**src/rtl/updi_phy_arbiter.sv**
```systemverilog
// Two-client arbiter that hands one updi_phy instance to one requester at a time.
// A handover waits for the double break to finish, drains stale RX bytes and then
// holds the line idle for GAP_CLKS cycles before the next grant.
module updi_phy_arbiter #(
    parameter int unsigned GAP_CLKS          = 5000,
    parameter int unsigned HOLD_TIMEOUT_CLKS = 0,
    parameter int unsigned CNT_BITS          = 32
) (
    input  logic        clk,
    input  logic        rst,
    input  logic [1:0]  req,
    output logic [1:0]  gnt,
    output logic [1:0]  revoked,
    input  logic [15:0] cl_tx_data,
    input  logic [1:0]  cl_tx_wr_en,
    output logic [1:0]  cl_tx_full,
    output logic [7:0]  cl_rx_data,
    input  logic [1:0]  cl_rx_rd_en,
    output logic [1:0]  cl_rx_empty,
    input  logic [1:0]  cl_dbl_start,
    output logic [1:0]  cl_dbl_busy,
    output logic [1:0]  cl_dbl_done,
    output logic [1:0]  cl_phy_error,
    output logic [7:0]  uart_tx_fifo_data_in,
    output logic        uart_tx_fifo_wr_en,
    input  logic        uart_tx_fifo_full,
    input  logic [7:0]  uart_rx_fifo_data_out,
    output logic        uart_rx_fifo_rd_en,
    input  logic        uart_rx_fifo_empty,
    output logic        double_break_start,
    input  logic        double_break_busy,
    input  logic        double_break_done,
    input  logic        phy_error
);

    typedef enum logic [2:0] {
        StIdle,
        StOwn0,
        StOwn1,
        StRelease,
        StFlush,
        StGap
    } state_e;

    localparam logic [CNT_BITS-1:0] GapLast  = CNT_BITS'(GAP_CLKS - 1);
    localparam logic [CNT_BITS-1:0] HoldLast = CNT_BITS'(HOLD_TIMEOUT_CLKS - 1);
    localparam bit                  HoldEn   = (HOLD_TIMEOUT_CLKS != 0);

    state_e              state_q, state_d;
    logic [1:0]          gnt_q, gnt_d;
    logic [1:0]          revoked_q, revoked_d;
    logic                rr_last_q, rr_last_d;
    // Shared by the hold timer (OWNn) and the guard gap (GAP); never live in both.
    logic [CNT_BITS-1:0] cnt_q, cnt_d;
    logic                own_idx;

    assign own_idx = (state_q == StOwn1);

    // Next-state logic: grant, hold/revoke, and the release -> flush -> gap handover.
    always_comb begin
        state_d   = state_q;
        gnt_d     = gnt_q;
        revoked_d = 2'b00;
        rr_last_d = rr_last_q;
        cnt_d     = cnt_q;
        case (state_q)
            StIdle: begin
                // Client 0 wins when alone or when client 1 was served last.
                if (req[0] && (!req[1] || rr_last_q)) begin
                    state_d   = StOwn0;
                    gnt_d     = 2'b01;
                    rr_last_d = 1'b0;
                    cnt_d     = '0;
                end else if (req[1]) begin
                    state_d   = StOwn1;
                    gnt_d     = 2'b10;
                    rr_last_d = 1'b1;
                    cnt_d     = '0;
                end
            end
            StOwn0, StOwn1: begin
                if (!req[own_idx]) begin
                    state_d = StRelease;
                    gnt_d   = 2'b00;
                end else if (HoldEn && (cnt_q == HoldLast)) begin
                    state_d   = StRelease;
                    gnt_d     = 2'b00;
                    revoked_d = own_idx ? 2'b10 : 2'b01;
                end else begin
                    cnt_d = cnt_q + CNT_BITS'(1);
                end
            end
            StRelease: begin
                if (!double_break_busy) begin
                    state_d = StFlush;
                end
            end
            StFlush: begin
                if (uart_rx_fifo_empty) begin
                    state_d = StGap;
                    cnt_d   = '0;
                end
            end
            StGap: begin
                if (cnt_q == GapLast) begin
                    state_d = StIdle;
                end else begin
                    cnt_d = cnt_q + CNT_BITS'(1);
                end
            end
            default: begin
                state_d = StIdle;
                gnt_d   = 2'b00;
            end
        endcase
    end

    // State, grant and counter registers with synchronous reset.
    always_ff @(posedge clk) begin
        if (rst) begin
            state_q   <= StIdle;
            gnt_q     <= 2'b00;
            revoked_q <= 2'b00;
            rr_last_q <= 1'b1;
            cnt_q     <= '0;
        end else begin
            state_q   <= state_d;
            gnt_q     <= gnt_d;
            revoked_q <= revoked_d;
            rr_last_q <= rr_last_d;
            cnt_q     <= cnt_d;
        end
    end

    assign gnt     = gnt_q;
    assign revoked = revoked_q;

    // Routing follows the registered grant; a non-owner sees a full, empty, quiet PHY.
    always_comb begin
        uart_tx_fifo_data_in = 8'h00;
        if (gnt_q[1]) begin
            uart_tx_fifo_data_in = cl_tx_data[15:8];
        end else if (gnt_q[0]) begin
            uart_tx_fifo_data_in = cl_tx_data[7:0];
        end
        uart_tx_fifo_wr_en = |(gnt_q & cl_tx_wr_en);
        uart_rx_fifo_rd_en = (|(gnt_q & cl_rx_rd_en)) ||
                             ((state_q == StFlush) && !uart_rx_fifo_empty);
        double_break_start = |(gnt_q & cl_dbl_start);
        cl_rx_data         = (gnt_q != 2'b00) ? uart_rx_fifo_data_out : 8'h00;
        for (int i = 0; i < 2; i++) begin
            cl_tx_full[i]   = gnt_q[i] ? uart_tx_fifo_full : 1'b1;
            cl_rx_empty[i]  = gnt_q[i] ? uart_rx_fifo_empty : 1'b1;
            cl_dbl_busy[i]  = gnt_q[i] & double_break_busy;
            cl_dbl_done[i]  = gnt_q[i] & double_break_done;
            cl_phy_error[i] = gnt_q[i] & phy_error;
        end
    end

endmodule

```
**config.mk**
```make
export PLATFORM = sky130hd
export DESIGN_NAME = updi_phy_arbiter
export DESIGN_NICKNAME = d
export VERILOG_FILES = /design/src/rtl/updi_phy_arbiter.sv
export SDC_FILE = /design/constraint.sdc
export NUM_CORES = 1
export LEC_CHECK = 0
export CORE_MARGIN = 3
export CORE_UTILIZATION = 47
export DETAILED_ROUTE_END_ITERATION = 12
export PLACE_DENSITY = 0.91
export SLEW_MARGIN = 5
export SYNTH_ARGS = -nofsm -noshare
export SYNTH_HDL_FRONTEND = slang
export SYNTH_SLANG_ARGS = --single-unit
```
**constraint.sdc**
```tcl
create_clock -name clk -period 3.2 [get_ports clk]
set_input_delay 0.64 -clock clk [delete_from_list [all_inputs] [get_ports clk]]
set_output_delay 0.64 -clock clk [all_outputs]
set_load 0.005 [all_outputs]
```
==> impl_results.rst <==
.. list-table::
   :header-rows: 1

   * - Metric
     - Value
   * - Total via count in the routed design
     - ~2.6k
   * - Max stage delay on crit path
     - 560 ps
   * - First-pass GRT wire length
     - about 11 mm
   * - H-Tree Level Count
     - 2
   * - Iteration-0 DRC count of the detailed router
     - around 180
   * - Most common cell on crit path
     - sky130_fd_sc_hd__clkdlybuf4s50_1
   * - Reg clk slew, reported paths
     - 80 ps
   * - Clock sink count
     - 38
   * - TritonCTS clock tree
     - built
   * - Clock latency on the worst-skew pair
     - roughly 300 ps
   * - Synthesized-area fraction occupied by xor and xnor cells
     - 0.0481
   * - Share of post-route cells with drive strength above 1
     - 0.0518
   * - Post-Synth Adder-Cell Area
     - 0.00529
   * - Number of enable flip-flop cells after synthesis
     - 0
   * - Crit share post-route
     - 0.865
   * - Most area-consuming cells after synthesis
     - sky130_fd_sc_hd__dfxtp_1 (32%), sky130_fd_sc_hd__xnor2_1 (4.4%), sky130_fd_sc_hd__nor2_1 (4.3%), sky130_fd_sc_hd__a22o_1 (3.7%), sky130_fd_sc_hd__nor4_1 (3.7%)
   * - Pin count of the biggest net entering global routing
     - 25
   * - Worst setup path startpoint
     - uart_rx_fifo_empty
   * - Netlist area before placement
     - between 2000 and 2500 um^2
   * - Vias in the first global route
     - about 2.5k
   * - Final hold viol count
     - 0
   * - Total chip power
     - between 0.001 and 0.0015 W
   * - Placer's final routability congestion estimate
     - approximately 0.9
   * - Final Max Tran Viols
     - 0
   * - DRC violation count after routing
     - 0
   * - Final HPWL from detailed placement
     - between 4 and 5 mm
   * - Required @ worst endpoint
     - 2560 ps
   * - Post-synthesis instance total
     - ~300
   * - Number of clock buffers inserted by TritonCTS
     - 5
   * - Worst clock skew
     - around 9 ps
   * - Startpoint type of the worst setup path
     - primary input
   * - Antenna diodes
     - 0
   * - Synthesized-area fraction occupied by and/or/nand/nor cells
     - 0.356
   * - Clock root buffer
     - sky130_fd_sc_hd__clkbuf_8
   * - GR Overflow Total
     - 0
   * - Number of cells upsized or downsized after cts
     - 0
   * - Area share of the leading cell type in the synthesized netlist
     - 0.322
   * - Category of the worst setup path capture point
     - output port
   * - Routed WL
     - between 6 and 7 mm
   * - Most instantiated library cell after synthesis
     - sky130_fd_sc_hd__dfxtp_1
   * - Total cell area at the placement stage
     - roughly 3100 um^2
   * - Share of cell area taken by muxes after synthesis
     - 0.00847
   * - Cts-stage hold buffer count
     - 0
   * - Maximum ir drop on the vdd rail
     - around 0.29 mV
   * - Number of detailed-route iterations in the first pass
     - 5
   * - Post-synth top area cell
     - sky130_fd_sc_hd__dfxtp_1
   * - Cells traversed along the worst timing path
     - clkdlybuf4s50_1 -> nand2b_1 -> o31ai_1 -> clkdlybuf4s50_1
   * - Warnings, synthesis
     - 0
   * - Source of the worst register-to-register timing path
     - cnt_q[5]$_SDFFE_PP0P_
   * - Compound-cell area share of the yosys netlist
     - 0.211
   * - Port Buf Inserts
     - 69
   * - Pin slew with the least headroom to its limit
     - around 640 ps
   * - Most used DFF post-synth
     - sky130_fd_sc_hd__dfxtp_1
   * - Number of routed nets with antenna violations
     - 0
   * - Critical path's top delay family
     - buffers and inverters
   * - Total Die Area
     - between 5000 and 6000 um^2
   * - Die X-Extent
     - 76.9 um
   * - Maximum operating frequency
     - ~360 MHz
   * - Data arrival time of the critical path
     - around 2100 ps
   * - Layout-stage area growth over the synthesis result
     - 37.2%
   * - Start point of the worst min-delay path
     - cnt_q[31]$_SDFFE_PP0P_
   * - Number of library cell types mapped by synthesis
     - 55
   * - LEAKAGE
     - approximately 1.1 nW
   * - Proportion of register bits with asynchronous set or reset after synthesis
     - 0
   * - Buffers inserted during post-CTS setup optimization
     - 0
   * - Worst Path Class, Setup
     - primary input to output port
   * - Rows
     - 25
   * - Fin util
     - 0.678
   * - Post-Route Setup TNS
     - 0 ps
   * - Fraction of the yosys area taken by sequential cells
     - 0.322
   * - Post-Syn Area per Cell
     - approximately 7.8 um^2
   * - Final worst hold slack
     - between 500 and 600 ps
   * - Hold Crit Class
     - flip-flop to flip-flop
   * - Total number of nets in the final design
     - between 400 and 500
   * - Starting density of the core
     - 0.494
   * - Final Setup Violations
     - 0
   * - Average wire per cell in the routed design
     - roughly 15 um
   * - Total I/O pin count
     - 72
   * - Clock period minus final worst setup slack
     - 2770 ps
   * - Result of the run
     - completed
   * - WP buf/inv
     - 2
   * - Normalized max-slew margin
     - 0.576
   * - Height of the die
     - just under 80 um
   * - Number of violations of the max-capacitance limit
     - 0
   * - Post-synthesis register bit count
     - 38
   * - Setup repair after global routing missed its margin
     - false
   * - Core region area
     - ~4800 um^2
   * - Main combinational cell family by area after synthesis
     - simple AND/OR/NAND/NOR gates
   * - Power Density
     - 449 nW/um^2
   * - Largest fanout of any net on the critical path
     - 4
   * - Leading cell types by count after synthesis
     - sky130_fd_sc_hd__dfxtp_1 (38), sky130_fd_sc_hd__nor2_1 (27), sky130_fd_sc_hd__nand2_1 (20)
   * - All-Layer GR Usage
     - 0.230
   * - Initial antenna violation count
     - 0
   * - Via density
     - around 6
   * - Maximum buffer depth of the clock tree
     - 2
   * - Master of the slowest instance on the critical path
     - sky130_fd_sc_hd__clkdlybuf4s50_1
   * - Cell area after layout
     - 3240 um^2
cell usage in the layout (no fill, tap or decap), drive strengths merged, types with 5 or more instances in the layout:
cell,synthesis,routed
clkdlybuf4s50,0,69
dfxtp,38,38
nor2,27,27
nand2,20,20
a21oi,17,17
nor4,14,14
o21ai,14,14
or3,13,13
xnor2,12,12
nor2b,11,11
a22o,10,10
nand3,10,10
nand2b,9,9
nand4,9,9
and2,8,8
o31ai,7,7
buf,6,7
nor3,6,6
clkbuf,14,6
inv,5,5
and4,5,5
or4,5,5
metal layers:
layer | share of wire | up-vias | track usage
met5 | 0 | - | 0
met4 | 0.020 | 0 | 0.0906
met3 | 0.087 | 13 | 0.0786
met2 | 0.49 | 123 | 0.397
met1 | 0.40 | 1214 | 0.258
li1 | - | 1251 | -
flip-flops by register name, indices dropped and copies added (netlist names):
register,flops
state_q,3
gnt,2
cnt_q,32
rr_last_q,1
through the flow:
stage	instances	setup WS, ps
detailed placement	426	334
floorplan	303	720
global placement	426	352
CTS	434	446
finish	434	433
global route	434	305
worst register-to-register path, cell delays in order, from the launching register on:
cell	delay, ps
sky130_fd_sc_hd__dfxtp_1	420
sky130_fd_sc_hd__and4_1	370
sky130_fd_sc_hd__nand4_2	310
sky130_fd_sc_hd__or3_1	530
sky130_fd_sc_hd__or4_1	490
sky130_fd_sc_hd__a21oi_1	140
power by group:
part           internal (W)  switching, W  leakage, nW
registers          0.000491     0.0000455        0.307
logic              0.000225      0.000182        0.691
clock network      0.000333      0.000182       0.0714
cell families after synthesis:
kind of cell,count (synthesis)
AOI/OAI and AO/OA,73
xor gates and xnor gates,13
adders and majority gates,1
buffers and inverters,25
DFF,38
muxes,2
other,1
and+or+nand+nor,149
final cells by class:
| class | count | area, um^2 |
|---|---|---|
| Clock inverter | 2 | 60.1 |
| Clock buffer | 6 | 82.6 |
| Timing Repair Buffer | 76 | 743 |
| Fill cell | 391 | 1540 |
| Sequential cell | 38 | 761 |
| Inverter | 5 | 18.8 |
| Tap cell | 67 | 83.8 |
| Multi-Input combinational cell | 240 | 1500 |
final timing paths:
check | to | slack, ps | cells after the start
setup / recovery | uart_rx_fifo_rd_en | 430 | 4
hold / removal | cnt_q[31]$_SDFFE_PP0P_ | 510 | 2
setup reg to reg | cnt_q[29]$_SDFFE_PP0P_ | 870 | 5
hold reg to reg | cnt_q[31]$_SDFFE_PP0P_ | 510 | 2
No activity file was read; power rests on OpenSTA's default activity.
